`config.mk`:
```
export PLATFORM = sky130hd
export DESIGN_NAME = gcd_arbiter_flat
export DESIGN_NICKNAME = d
export VERILOG_FILES = /design/src/rtl/gcd_pkg.sv /design/src/rtl/gcd_arbiter_if.sv /design/src/rtl/gcd_rr_arb.sv /design/src/rtl/gcd_arbiter.sv /design/src/flat_wrapper.sv
export SDC_FILE = /design/constraint.sdc
export NUM_CORES = 1
export LEC_CHECK = 0
export ABC_AREA = 1
export BUFFER_PORTS_ARGS = -buffer_cell sky130_fd_sc_hd__buf_2
export CORE_AREA = 2 2 88 90
export CTS_BUF_LIST = sky130_fd_sc_hd__clkbuf_4 sky130_fd_sc_hd__clkbuf_8
export CTS_CLUSTER_SIZE = 20
export DETAILED_ROUTE_END_ITERATION = 10
export DIE_AREA = 0 0 90 92
export GPL_TIMING_DRIVEN = 0
export HOLD_SLACK_MARGIN = 0.1
export PLACE_DENSITY = 0.72
export SLEW_MARGIN = 20
export SYNTH_ARGS = -nofsm -noshare
export SYNTH_HDL_FRONTEND = slang
export SYNTH_HIERARCHICAL = 1
export SYNTH_SLANG_ARGS = --single-unit
```
`constraint.sdc`:
```
create_clock -name clk -period 2.25 [get_ports clk]
set_input_delay 0.1125 -clock clk [delete_from_list [all_inputs] [get_ports clk]]
set_output_delay 0.1125 -clock clk [all_outputs]
set_load 0.01 [all_outputs]
```
`src/rtl/gcd_pkg.sv`:
```
// Shared definitions for the two-requester GCD arbiter: FSM encoding and default sizes.
// Latency: n/a (types and constants only).
// Backpressure: n/a.
package gcd_pkg;

    localparam int GCD_W_DEF       = 16;
    localparam int GCD_TIMEOUT_DEF = 1023;

    typedef enum logic [1:0] {
        IDLE  = 2'd0,
        ISSUE = 2'd1,
        WAIT  = 2'd2,
        RESP  = 2'd3
    } state_t;

endpackage

```
`src/rtl/gcd_arbiter_if.sv`:
```
// Bundle of the requester-side job/response signals and the shared GCD datapath port.
// Latency: n/a (wiring only).
// Backpressure: req_ready is a one-hot accept pulse; rsp_valid is a one-hot result pulse with no stall.
// Ports: req_valid/a_in/b_in (requesters, packed [i*W +: W]), req_ready, rsp_valid/rsp_data/rsp_err,
//        gcd_start/gcd_a/gcd_b (to datapath), gcd_done/gcd_result (from datapath).
interface gcd_arbiter_if
    import gcd_pkg::*;
#(
    parameter int W = GCD_W_DEF
);
    logic [1:0]     req_valid;
    logic [2*W-1:0] a_in;
    logic [2*W-1:0] b_in;
    logic [1:0]     req_ready;
    logic [1:0]     rsp_valid;
    logic [W-1:0]   rsp_data;
    logic           rsp_err;
    logic           gcd_start;
    logic [W-1:0]   gcd_a;
    logic [W-1:0]   gcd_b;
    logic           gcd_done;
    logic [W-1:0]   gcd_result;

    // Arbiter side.
    modport slave (
        input  req_valid, a_in, b_in, gcd_done, gcd_result,
        output req_ready, rsp_valid, rsp_data, rsp_err, gcd_start, gcd_a, gcd_b
    );

    // Requester/datapath side.
    modport master (
        output req_valid, a_in, b_in, gcd_done, gcd_result,
        input  req_ready, rsp_valid, rsp_data, rsp_err, gcd_start, gcd_a, gcd_b
    );
endinterface

```
`src/rtl/gcd_rr_arb.sv`:
```
// Two-way round-robin grant: combinational pick, registered last-served pointer.
// Latency: grant is same-cycle from req; pointer update lands on the next clk edge.
// Backpressure: none; the caller decides when a grant is consumed and reports it via upd_vld.
// Ports: clk, rst (sync, active-high), req[1:0], upd_vld/upd_idx (served requester), grant (one-hot), grant_idx.
module gcd_rr_arb (
    input  logic       clk,
    input  logic       rst,
    input  logic [1:0] req,
    input  logic       upd_vld,
    input  logic       upd_idx,
    output logic [1:0] grant,
    output logic       grant_idx
);
    logic last_q;
    logic last_d;

    always_comb begin
        grant_idx = 1'b0;
        grant     = 2'b00;
        last_d    = last_q;
        // On a tie the requester not served last wins; otherwise the lone requester wins.
        if (req == 2'b11) begin
            grant_idx = ~last_q;
        end else begin
            grant_idx = req[1];
        end
        if (req != 2'b00) begin
            grant = grant_idx ? 2'b10 : 2'b01;
        end
        if (upd_vld) begin
            last_d = upd_idx;
        end
    end

    // Pointer starts at 1 so requester 0 takes the first tie.
    always_ff @(posedge clk) begin
        if (rst) begin
            last_q <= 1'b1;
        end else begin
            last_q <= last_d;
        end
    end
endmodule

```
`src/rtl/gcd_arbiter.sv`:
```
// Shares one GCD datapath between two requesters with round-robin arbitration; zero operands bypass the datapath.
// Latency: req_ready -> rsp_valid is datapath cycles + 3, or 1 cycle when an operand is zero.
// Backpressure: jobs are accepted only in IDLE (one in flight); responses are single-cycle pulses, never stalled.
// Ports: clk, rst (sync, active-high), bus (gcd_arbiter_if.slave).
// Build option: define GCD_ARB_TIMEOUT_EN to abort a WAIT lasting TIMEOUT cycles with rsp_err=1, rsp_data=0.
module gcd_arbiter
    import gcd_pkg::*;
#(
    parameter int W       = GCD_W_DEF,
    parameter int TIMEOUT = GCD_TIMEOUT_DEF
) (
    input  logic         clk,
    input  logic         rst,
    gcd_arbiter_if.slave bus
);
    state_t       state_q, state_d;
    logic         gnt_q, gnt_d;
    logic [W-1:0] gcd_a_q, gcd_a_d;
    logic [W-1:0] gcd_b_q, gcd_b_d;
    logic [W-1:0] rsp_data_q, rsp_data_d;
    logic [1:0]   grant;
    logic         grant_idx;
    logic [W-1:0] a_sel, b_sel;
    logic         upd_vld;

`ifdef GCD_ARB_TIMEOUT_EN
    localparam int CNT_W = $clog2(TIMEOUT + 1);
    logic [CNT_W-1:0] cnt_q, cnt_d;
    logic             rsp_err_q, rsp_err_d;
`else
    logic unused_timeout;
    assign unused_timeout = (TIMEOUT > 0);
`endif

    gcd_rr_arb u_rr_arb (
        .clk       (clk),
        .rst       (rst),
        .req       (bus.req_valid),
        .upd_vld   (upd_vld),
        .upd_idx   (gnt_q),
        .grant     (grant),
        .grant_idx (grant_idx)
    );

    assign a_sel = grant_idx ? bus.a_in[2*W-1:W] : bus.a_in[W-1:0];
    assign b_sel = grant_idx ? bus.b_in[2*W-1:W] : bus.b_in[W-1:0];

    always_comb begin
        state_d    = state_q;
        gnt_d      = gnt_q;
        gcd_a_d    = gcd_a_q;
        gcd_b_d    = gcd_b_q;
        rsp_data_d = rsp_data_q;
`ifdef GCD_ARB_TIMEOUT_EN
        cnt_d      = cnt_q;
        rsp_err_d  = rsp_err_q;
`endif
        unique case (state_q)
            IDLE: begin
                if (bus.req_valid != 2'b00) begin
                    gnt_d   = grant_idx;
                    gcd_a_d = a_sel;
                    gcd_b_d = b_sel;
`ifdef GCD_ARB_TIMEOUT_EN
                    rsp_err_d = 1'b0;
`endif
                    if (a_sel == '0 || b_sel == '0) begin
                        // gcd(x,0) = x: with one side zero the OR is the other side (0 for gcd(0,0)).
                        rsp_data_d = a_sel | b_sel;
                        state_d    = RESP;
                    end else begin
                        state_d = ISSUE;
                    end
                end
            end
            ISSUE: begin
                state_d = WAIT;
`ifdef GCD_ARB_TIMEOUT_EN
                cnt_d   = '0;
`endif
            end
            WAIT: begin
                if (bus.gcd_done) begin
                    rsp_data_d = bus.gcd_result;
                    state_d    = RESP;
                end
`ifdef GCD_ARB_TIMEOUT_EN
                // Counter reads 0..TIMEOUT-1 across the WAIT cycles; abort on the last one.
                else if (cnt_q == CNT_W'(TIMEOUT - 1)) begin
                    rsp_data_d = '0;
                    rsp_err_d  = 1'b1;
                    state_d    = RESP;
                end else begin
                    cnt_d = cnt_q + 1'b1;
                end
`endif
            end
            RESP: begin
                state_d = IDLE;
            end
            default: begin
                state_d = IDLE;
            end
        endcase
    end

    always_ff @(posedge clk) begin
        if (rst) begin
            state_q    <= IDLE;
            gnt_q      <= 1'b0;
            gcd_a_q    <= '0;
            gcd_b_q    <= '0;
            rsp_data_q <= '0;
`ifdef GCD_ARB_TIMEOUT_EN
            cnt_q      <= '0;
            rsp_err_q  <= 1'b0;
`endif
        end else begin
            state_q    <= state_d;
            gnt_q      <= gnt_d;
            gcd_a_q    <= gcd_a_d;
            gcd_b_q    <= gcd_b_d;
            rsp_data_q <= rsp_data_d;
`ifdef GCD_ARB_TIMEOUT_EN
            cnt_q      <= cnt_d;
            rsp_err_q  <= rsp_err_d;
`endif
        end
    end

    // Strobes decode from the state register; rst masks them so nothing leaks during reset.
    assign bus.req_ready = (state_q == IDLE && !rst) ? grant : 2'b00;
    assign bus.gcd_start = (state_q == ISSUE) && !rst;
    assign bus.rsp_valid = (state_q == RESP && !rst) ? (gnt_q ? 2'b10 : 2'b01) : 2'b00;
    assign upd_vld       = (state_q == RESP) && !rst;
    assign bus.gcd_a     = gcd_a_q;
    assign bus.gcd_b     = gcd_b_q;
    assign bus.rsp_data  = rsp_data_q;
`ifdef GCD_ARB_TIMEOUT_EN
    assign bus.rsp_err   = rsp_err_q;
`else
    assign bus.rsp_err   = 1'b0;
`endif
endmodule

```
`src/flat_wrapper.sv`:
```
// flat-port wrapper written by rule: the top's interface ports become plain ports
module gcd_arbiter_flat import gcd_pkg::*;
#(
    parameter int W       = GCD_W_DEF,
    parameter int TIMEOUT = GCD_TIMEOUT_DEF
)
  (clk, rst, bus_req_valid, bus_a_in, bus_b_in, bus_gcd_done, bus_gcd_result, bus_req_ready, bus_rsp_valid, bus_rsp_data, bus_rsp_err, bus_gcd_start, bus_gcd_a, bus_gcd_b);
  gcd_arbiter_if #(.W(W)) bus_i ();
  input  logic clk;
  input  logic rst;
  input wire logic [$bits(bus_i.req_valid)-1:0] bus_req_valid;
  input wire logic [$bits(bus_i.a_in)-1:0] bus_a_in;
  input wire logic [$bits(bus_i.b_in)-1:0] bus_b_in;
  input wire logic [$bits(bus_i.gcd_done)-1:0] bus_gcd_done;
  input wire logic [$bits(bus_i.gcd_result)-1:0] bus_gcd_result;
  output wire logic [$bits(bus_i.req_ready)-1:0] bus_req_ready;
  output wire logic [$bits(bus_i.rsp_valid)-1:0] bus_rsp_valid;
  output wire logic [$bits(bus_i.rsp_data)-1:0] bus_rsp_data;
  output wire logic [$bits(bus_i.rsp_err)-1:0] bus_rsp_err;
  output wire logic [$bits(bus_i.gcd_start)-1:0] bus_gcd_start;
  output wire logic [$bits(bus_i.gcd_a)-1:0] bus_gcd_a;
  output wire logic [$bits(bus_i.gcd_b)-1:0] bus_gcd_b;
  assign bus_i.req_valid = bus_req_valid;
  assign bus_i.a_in = bus_a_in;
  assign bus_i.b_in = bus_b_in;
  assign bus_i.gcd_done = bus_gcd_done;
  assign bus_i.gcd_result = bus_gcd_result;
  assign bus_req_ready = bus_i.req_ready;
  assign bus_rsp_valid = bus_i.rsp_valid;
  assign bus_rsp_data = bus_i.rsp_data;
  assign bus_rsp_err = bus_i.rsp_err;
  assign bus_gcd_start = bus_i.gcd_start;
  assign bus_gcd_a = bus_i.gcd_a;
  assign bus_gcd_b = bus_i.gcd_b;
  gcd_arbiter #(.W(W), .TIMEOUT(TIMEOUT)) u_core (.clk(clk), .rst(rst), .bus(bus_i));
endmodule
```
* Yosys cells after proc, flatten, opt, wreduce, memory -nomap -nowiden *
Cells that the tools add are included.

word-level totals
  ROM bits = 0
  latch bits = 0
  RAM bits = 0
  register bits after elaboration = 52
  memories kept = 0
  output and inout bits = 54
  word-level logic and storage cells = 44

operators by class
  $lt $le $gt $ge = 0
  muxes and demuxes = 16
  reduce and logical (&&, ||, !) cells = 13
  bitwise logic cells = 2
  add/subtract/negate cells = 0
  shift-type cells = 0
  $mul = 0
  equal/unequal tests = 7
  div/mod/pow operators = 0

operator list
  operator                                                number
  two-way mux 16 bit                                      5
  logical NOT 16 bit                                      2
  one-hot mux 16 bit (2 select lines)                     1
  two-way mux 2 bit                                       8
  OR 16 bit                                               1
  one-hot mux 2 bit (4 select lines)                      1
  equality test 2 bit (second input constant)             3
  inequality test 2 x 1 -> 1 bit (second input constant)  2
  AND reduction 2 bit                                     2
  AND reduction 4 bit                                     1
  nonzero test 2 bit                                      2
  logical AND 1 bit                                       3
  equality test 2 x 1 -> 1 bit (second input constant)    1
  logical NOT 2 bit                                       1
  inequality test 2 bit (second input constant)           1
  logical NOT 1 bit                                       1
  logical OR 1 bit                                        1
  two-way mux 1 bit                                       1
  NOT 1 bit                                               1

* Logic depth before layout (Yosys ltp) *
  word-level depth = 8
  mapped depth = 15

* Hierarchy *
The synthesis kept the hierarchy.

by module, submodules not included
  module       cells each  times used  area an instance (um^2)  sequential area each (um^2)
  gcd_arbiter  435         1           2765.2                   1021.0
  gcd_rr_arb   10          1           66.3                     20.0

* Worst setup path after synthesis *
No wires, ideal clock.

  path kind = reg-to-reg
  start point = register u_core.state_q[0]
  end point = register u_core.rsp_data_q[1] (netlist: u_core/bus.rsp_data[1])
  slack = 415 ps
  cell stages (with the launch flop) = 12
  arrival time = 1720 ps
  library setup time = 115 ps
  path through = dfxtp_1 > inv_1 > ha_1 > clkbuf_1 > inv_1 > nor2_1 > or2_2 > a21oi_2 > buf_2 > nand3_1 > nand2_1 > nor2_1

on the way
  word-level cells in the longest chain between the ends = 3
  elaborated cells on any way between the ends = 8

RTL lines
  item                                                           line                source
  start, declared                                                gcd_arbiter.sv:16   state_t state_q, state_d;
  start signal, assigned                                         gcd_arbiter.sv:119  state_q <= state_d;
  equality test 2 bit or logical NOT 2 bit (tied branches)       gcd_arbiter.sv:58   unique case (state_q)
  inequality test 2 bit (no line), or another cell as far along  n/a
  AND reduction 4 bit (no line)                                  n/a
  end signal, assigned                                           gcd_arbiter.sv:123  rsp_data_q <= rsp_data_d;
  end, declared                                                  gcd_arbiter.sv:20   logic [W-1:0] rsp_data_q, rsp_data_d;

Several ways; a longest one is shown, not always the timed one.
A chain may end at the register's enable or synchronous reset.

* Worst setup path in the final report *
  start point = register u_core.state_q[1]
  end point = register u_core.gcd_b_q[13] (netlist: u_core/bus.gcd_b[13])

on the way
  word-level cells in the longest chain between the ends = 2

RTL lines
  item                           line                source
  logical NOT 2 bit              gcd_arbiter.sv:58
  AND reduction 2 bit (no line)  n/a
  end signal, assigned           gcd_arbiter.sv:122  gcd_b_q <= gcd_b_d;
  end, declared                  gcd_arbiter.sv:19   logic [W-1:0] gcd_b_q, gcd_b_d;

Every way passes these cells.

==> out/qor_table.md <==
| Group | Item | This run |
|:---|:---|:---|
| place | Number of placed instances with taps included | 684 |
| routing | Initial detailed-routing violation count | 266 |
| grt | Largest net degree at the start of global routing | 17 |
| floorplanning | Ports | 139 |
| clock network | Clock Tree Buf Depth | 2 |
| worst setup path | Worst setup path category | reg -> reg |
| sta | Worst-case headroom to the max-slew limit | 62.6% |
| cells and area | Number of cells in the finished layout apart from fillers | 706 |
| grt | Vias in the first global route | 3153 |
| floorplanning | Overall die height | 92 microns |
| clock network | CTS root buffer | sky130_fd_sc_hd__clkbuf_8 |
| clock network | CTS H-tree lvls | 2 |
| worst setup path | Delay-heaviest family, CP | buffers and inverters |
| grt | Met3 global-route usage | 4.19% |
| power | Power after layout | 4.26 mW |
| synthesis | Synth warnings | 6 |
| sta | Final hold violations | 0 |
| clock network | Clock transition at path regs | 0.10 ns |
| min path | Worst hold stages | 2 |
| synthesis | Unique cell type count in the Yosys netlist | 26 |
| place | Count of buffers inserted at the top-level ports | 137 |
| cells and area | Design area | 3980 sq um |
| worst setup path | WP data required | 2.46 ns |
| floorplanning | Chip width | 90 microns |
| clock network | Worst skew pair latency | 0.31 ns |
| floorplanning | Core box area | 7450 sq um |
| worst setup path | Minimum setup slack among reg-to-reg paths | 0.18 ns |
| cells and area | Register cell area after layout | 1040 sq um |
| sta | Final setup violating endpoints | 0 |
| cells and area | Ant diodes | 0 |
| routing | Number of detailed-routing iterations run before antenna repair | 5 |
| cells and area | Area occupied by multi-input gates | 1530 sq um |
| floorplanning | Die Footprint | 8280 sq um |
| cells and area | Number of nets in the layout | 693 |
| synthesis | Adder-cell share of the synthesized area | 2.21% |
| worst setup path | Kind of end point of the critical path | flip-flop |
| worst setup path | Reg2Reg Capture Point | u_core/bus.gcd_b[13] |
| place | GPL Wtd Cong | 0.854 |
| sta | RSZ-0062 raised after global routing | false |
| synthesis | Average cell area after synthesis | 6.36 sq um |
| synthesis | Synthesized-area fraction occupied by ao, oa, aoi and oai cells | 19.0% |
| routing | WL per Instance | 13.3 microns |
| power | Maximum vdd ir drop | 0.000451 V |
| min path | Type of the most critical hold path | in -> reg |
| power | Standby leakage power | 2.12 nW |
| worst setup path | Combined buffer and inverter count along the critical path | 3 |
| routing | Detailed-route DRC error count | 0 |
| routing | Detail Route Antenna Nets | 0 |
| routing | Routed Wire Length | 9430 microns |
| worst setup path | Worst Path Arrival | 2.28 ns |
| cells and area | # fillers | 756 |
| sta | Sum of negative setup slack | 0 ns |
| place | Half-perimeter wire length after detailed placement | 7370 microns |
| cells and area | Post-synthesis to final-layout area growth | 40.6% |
| synthesis | Area share of the largest cell type after synthesis | 36.8% |
| sta | Final clock period utilization by the worst path | 92.2% |
| worst setup path | Cell breakdown of the critical path | inv_1 > ha_1 > o21ai_0 > inv_2 > clkbuf_1 > nor2_1 > a211oi_1 |
| synthesis | Net count after synthesis | 535 |
| clock network | Num Clock Sinks | 52 |
| synthesis | Synth top area cells | sky130_fd_sc_hd__dfxtp_1, sky130_fd_sc_hd__nand2_1, sky130_fd_sc_hd__nor2_1 |
| job | Number of violations of the max-capacitance limit | 0 |
| synthesis | Synthesized instance count | 445 |
| synthesis | Cell accounting for the most synthesized area | sky130_fd_sc_hd__dfxtp_1 |
| grt | Total congestion overflow after global routing | 0 |
| power | Pwr dens | 1070 nW/um^2 |
| sta | Time the final worst path needs with I/O delays and setup | 2.07 ns |
| sta | Number of max-slew violations in the final report | 0 |
| clock network | Number of CTS-inserted buffers | 5 |
| worst setup path | Cells on worst reg2reg path | 7 |
| synthesis | Flops & latches, synth | 52 |
| grt | Global routing usage on met1 | 29.2% |
| floorplanning | Initial Utilization | 38.0% |
| routing | Ratio of routed vias to standard cells | 4.84 |
| synthesis | Share of the yosys chip area belonging to registers | 36.8% |
| synthesis | Portion of netlist area occupied by mux cells | 0% |
| run status | Run status | finished clean |
| worst setup path | Max Fanout on Critical Path | 10 |
| synthesis | Post-synthesis share of cell area spent on and, or, nand and nor gates | 32.3% |
| synthesis | Dominant combinational cell family by area after synthesis | simple AND/OR/NAND/NOR gates |
| floorplanning | Floorplan row count | 32 |
| sta | Clock skew after layout | 0.00843 ns |
| grt | First-pass GRT wire length | 14700 microns |
| synthesis | XOR/XNOR Fraction of Synth Area | 0% |
| cells and area | Share of layout cells above drive strength 1 | 27.8% |
| min path | Worst Hold Endpoint | u_core/bus.gcd_a[15] |
| grt | All-Layer GR Usage | 22.0% |
| worst setup path | Peak per-stage delay on the critical path | 0.36 ns |
| sta | Max Clock Freq | 482 MHz |
| routing | Vias | 3416 |
| synthesis | Netlist area before placement | 2830 sq um |
| grt | Busiest metal layer after global routing | met2 |
| worst setup path | CP max stage cell | sky130_fd_sc_hd__dfxtp_1 |
| place | Placed instance area | 3640 sq um |
| worst setup path | Crit Reg-Reg Startpoint | u_core/state_q[1] |
| sta | Worst Tran Pin Value | 0.556 ns |
| grt | Number of antenna violations at the first check in global routing | 0 |
| grt | Met2 demand-to-capacity share in global routing | 36.4% |
| worst setup path | Type of element launching the critical path | flip-flop |
| min path | Worst Min Path Start | rst |
| clock network | Clock tree from TritonCTS | yes |
-- cell type report --
type | instances | share of cell area, %
clock buffer | 5 | 1.73
inverter | 26 | 2.51
timing repair buffer | 151 | 20.7
multi-input combinational | 338 | 38.5
sequential | 52 | 26.2
buffer | 29 | 4.81
clock inverter | 3 | 2.26
tap | 102 | 3.21
-- how the worst max path moves through the flow --
stage | from | endpoint | slack [ns] | cells after the start
final | u_core/state_q[1] | u_core/bus.gcd_b[13] | 0.18 | 7
after global routing | u_core/u_rr_arb/last_q | u_core/bus.rsp_data[15] | 0.009 | 15
after CTS | u_core/state_q[0] | u_core/bus.rsp_data[2] | 0.08 | 11
after detailed placement | u_core/state_q[0] | u_core/bus.rsp_data[2] | 0.08 | 11
after global placement | u_core/state_q[0] | u_core/bus.rsp_data[2] | 0.14 | 11
after floorplan | u_core/state_q[0] | u_core/bus.rsp_data[1] | 0.42 | 11
-- logic make-up (layout without fill, tap and decap cells) --
group           after synthesis  count (layout)
fa+ha+maj                     5               5
flops                        52              52
other cells                   1               1
buf+inv                      55             214
compound gates              101             101
simple gates                231             231
-- cell usage in the layout, fill, tap and decap left out, types with 2 or more instances in the layout --
cell                            netlist  layout
sky130_fd_sc_hd__inv_1               24      23
sky130_fd_sc_hd__buf_1                2       2
sky130_fd_sc_hd__bufinv_16            0       3
sky130_fd_sc_hd__buf_6                6       8
sky130_fd_sc_hd__ha_1                 5       5
sky130_fd_sc_hd__buf_2                5     137
sky130_fd_sc_hd__o21ai_0             33      33
sky130_fd_sc_hd__and3_1               3       3
sky130_fd_sc_hd__inv_2                1       2
sky130_fd_sc_hd__nor3_1               2       2
sky130_fd_sc_hd__dlygate4sd3_1        0      14
sky130_fd_sc_hd__a21boi_0             2       2
sky130_fd_sc_hd__clkbuf_4             0       2
sky130_fd_sc_hd__nand2_2              2       2
sky130_fd_sc_hd__clkbuf_8             0       5
sky130_fd_sc_hd__a31oi_1             12      12
sky130_fd_sc_hd__dfxtp_1             52      51
sky130_fd_sc_hd__nor2_1              81      81
sky130_fd_sc_hd__nand2_1            123     123
sky130_fd_sc_hd__a211oi_1             3       3
sky130_fd_sc_hd__nand3_1             18      18
sky130_fd_sc_hd__clkbuf_1            13      13
sky130_fd_sc_hd__a21oi_1             49      49
sky130_fd_sc_hd__buf_4                3       4
-- flip-flops by register name, summed over array words and instances (netlist names) --
register / flops
u_core/state_q: 2
u_core/gnt_q: 1
u_core/bus.gcd_b: 16
u_core/u_rr_arb/last_q: 1
u_core/bus.rsp_data: 16
u_core/bus.gcd_a: 16
-- per-stage QoR --
step | setup slack (ns) | utilization (%) | hold WS, ns
finish | 0.175 | 53.4 | 0.104
global route | 0.00888 | 53.4 | 0.109
CTS | 0.0802 | 53.0 | 0.102
detailed placement | 0.0821 | 48.9 | 0.401
global placement | 0.144 | 48.9 | 0.393
floorplan | 0.415 | - | 0.191
-- repair_timing --
action	4_1_cts	5_1_grt
setup buffers	0	0
hold endpoints to repair	7	0
hold buffers	14	0
setup endpoints to repair	0	16
resized for setup	0	14
-- per-layer routing --
layer  up-vias  wire, microns
met4         0            136
met5         -              0
met1      1535           4290
met2       123           4450
met3        11            557
li1       1747              -
-- cell usage after synthesis --
library cell / n
sky130_fd_sc_hd__inv_1: 24
sky130_fd_sc_hd__and3_1: 3
sky130_fd_sc_hd__inv_2: 1
sky130_fd_sc_hd__conb_1: 1
sky130_fd_sc_hd__a21boi_1: 1
sky130_fd_sc_hd__buf_1: 2
sky130_fd_sc_hd__nand3_2: 1
sky130_fd_sc_hd__nand2_2: 2
sky130_fd_sc_hd__clkbuf_1: 13
sky130_fd_sc_hd__inv_4: 1
sky130_fd_sc_hd__buf_2: 5
sky130_fd_sc_hd__a21boi_0: 2
sky130_fd_sc_hd__buf_6: 6
sky130_fd_sc_hd__dfxtp_1: 52
sky130_fd_sc_hd__a211oi_1: 3
sky130_fd_sc_hd__o21ai_0: 33
sky130_fd_sc_hd__a21oi_1: 49
sky130_fd_sc_hd__nor2_1: 81
sky130_fd_sc_hd__nand2_1: 123
sky130_fd_sc_hd__buf_4: 3
sky130_fd_sc_hd__nand3_1: 18
sky130_fd_sc_hd__nor3_1: 2
sky130_fd_sc_hd__or2_2: 1
sky130_fd_sc_hd__ha_1: 5
sky130_fd_sc_hd__a31oi_1: 12
sky130_fd_sc_hd__a21oi_2: 1
-- report_power, final --
| group | internal, mW | total, mW | leakage [nW] | switching (mW) |
|---|---|---|---|---|
| clock | 0.556 | 0.876 | 0.0784 | 0.320 |
| sequential | 1.24 | 1.40 | 0.431 | 0.158 |
| combinational | 0.790 | 1.99 | 1.61 | 1.20 |
| total | 2.58 | 4.26 | 2.12 | 1.68 |
Power figures use the tool's default switching activity.
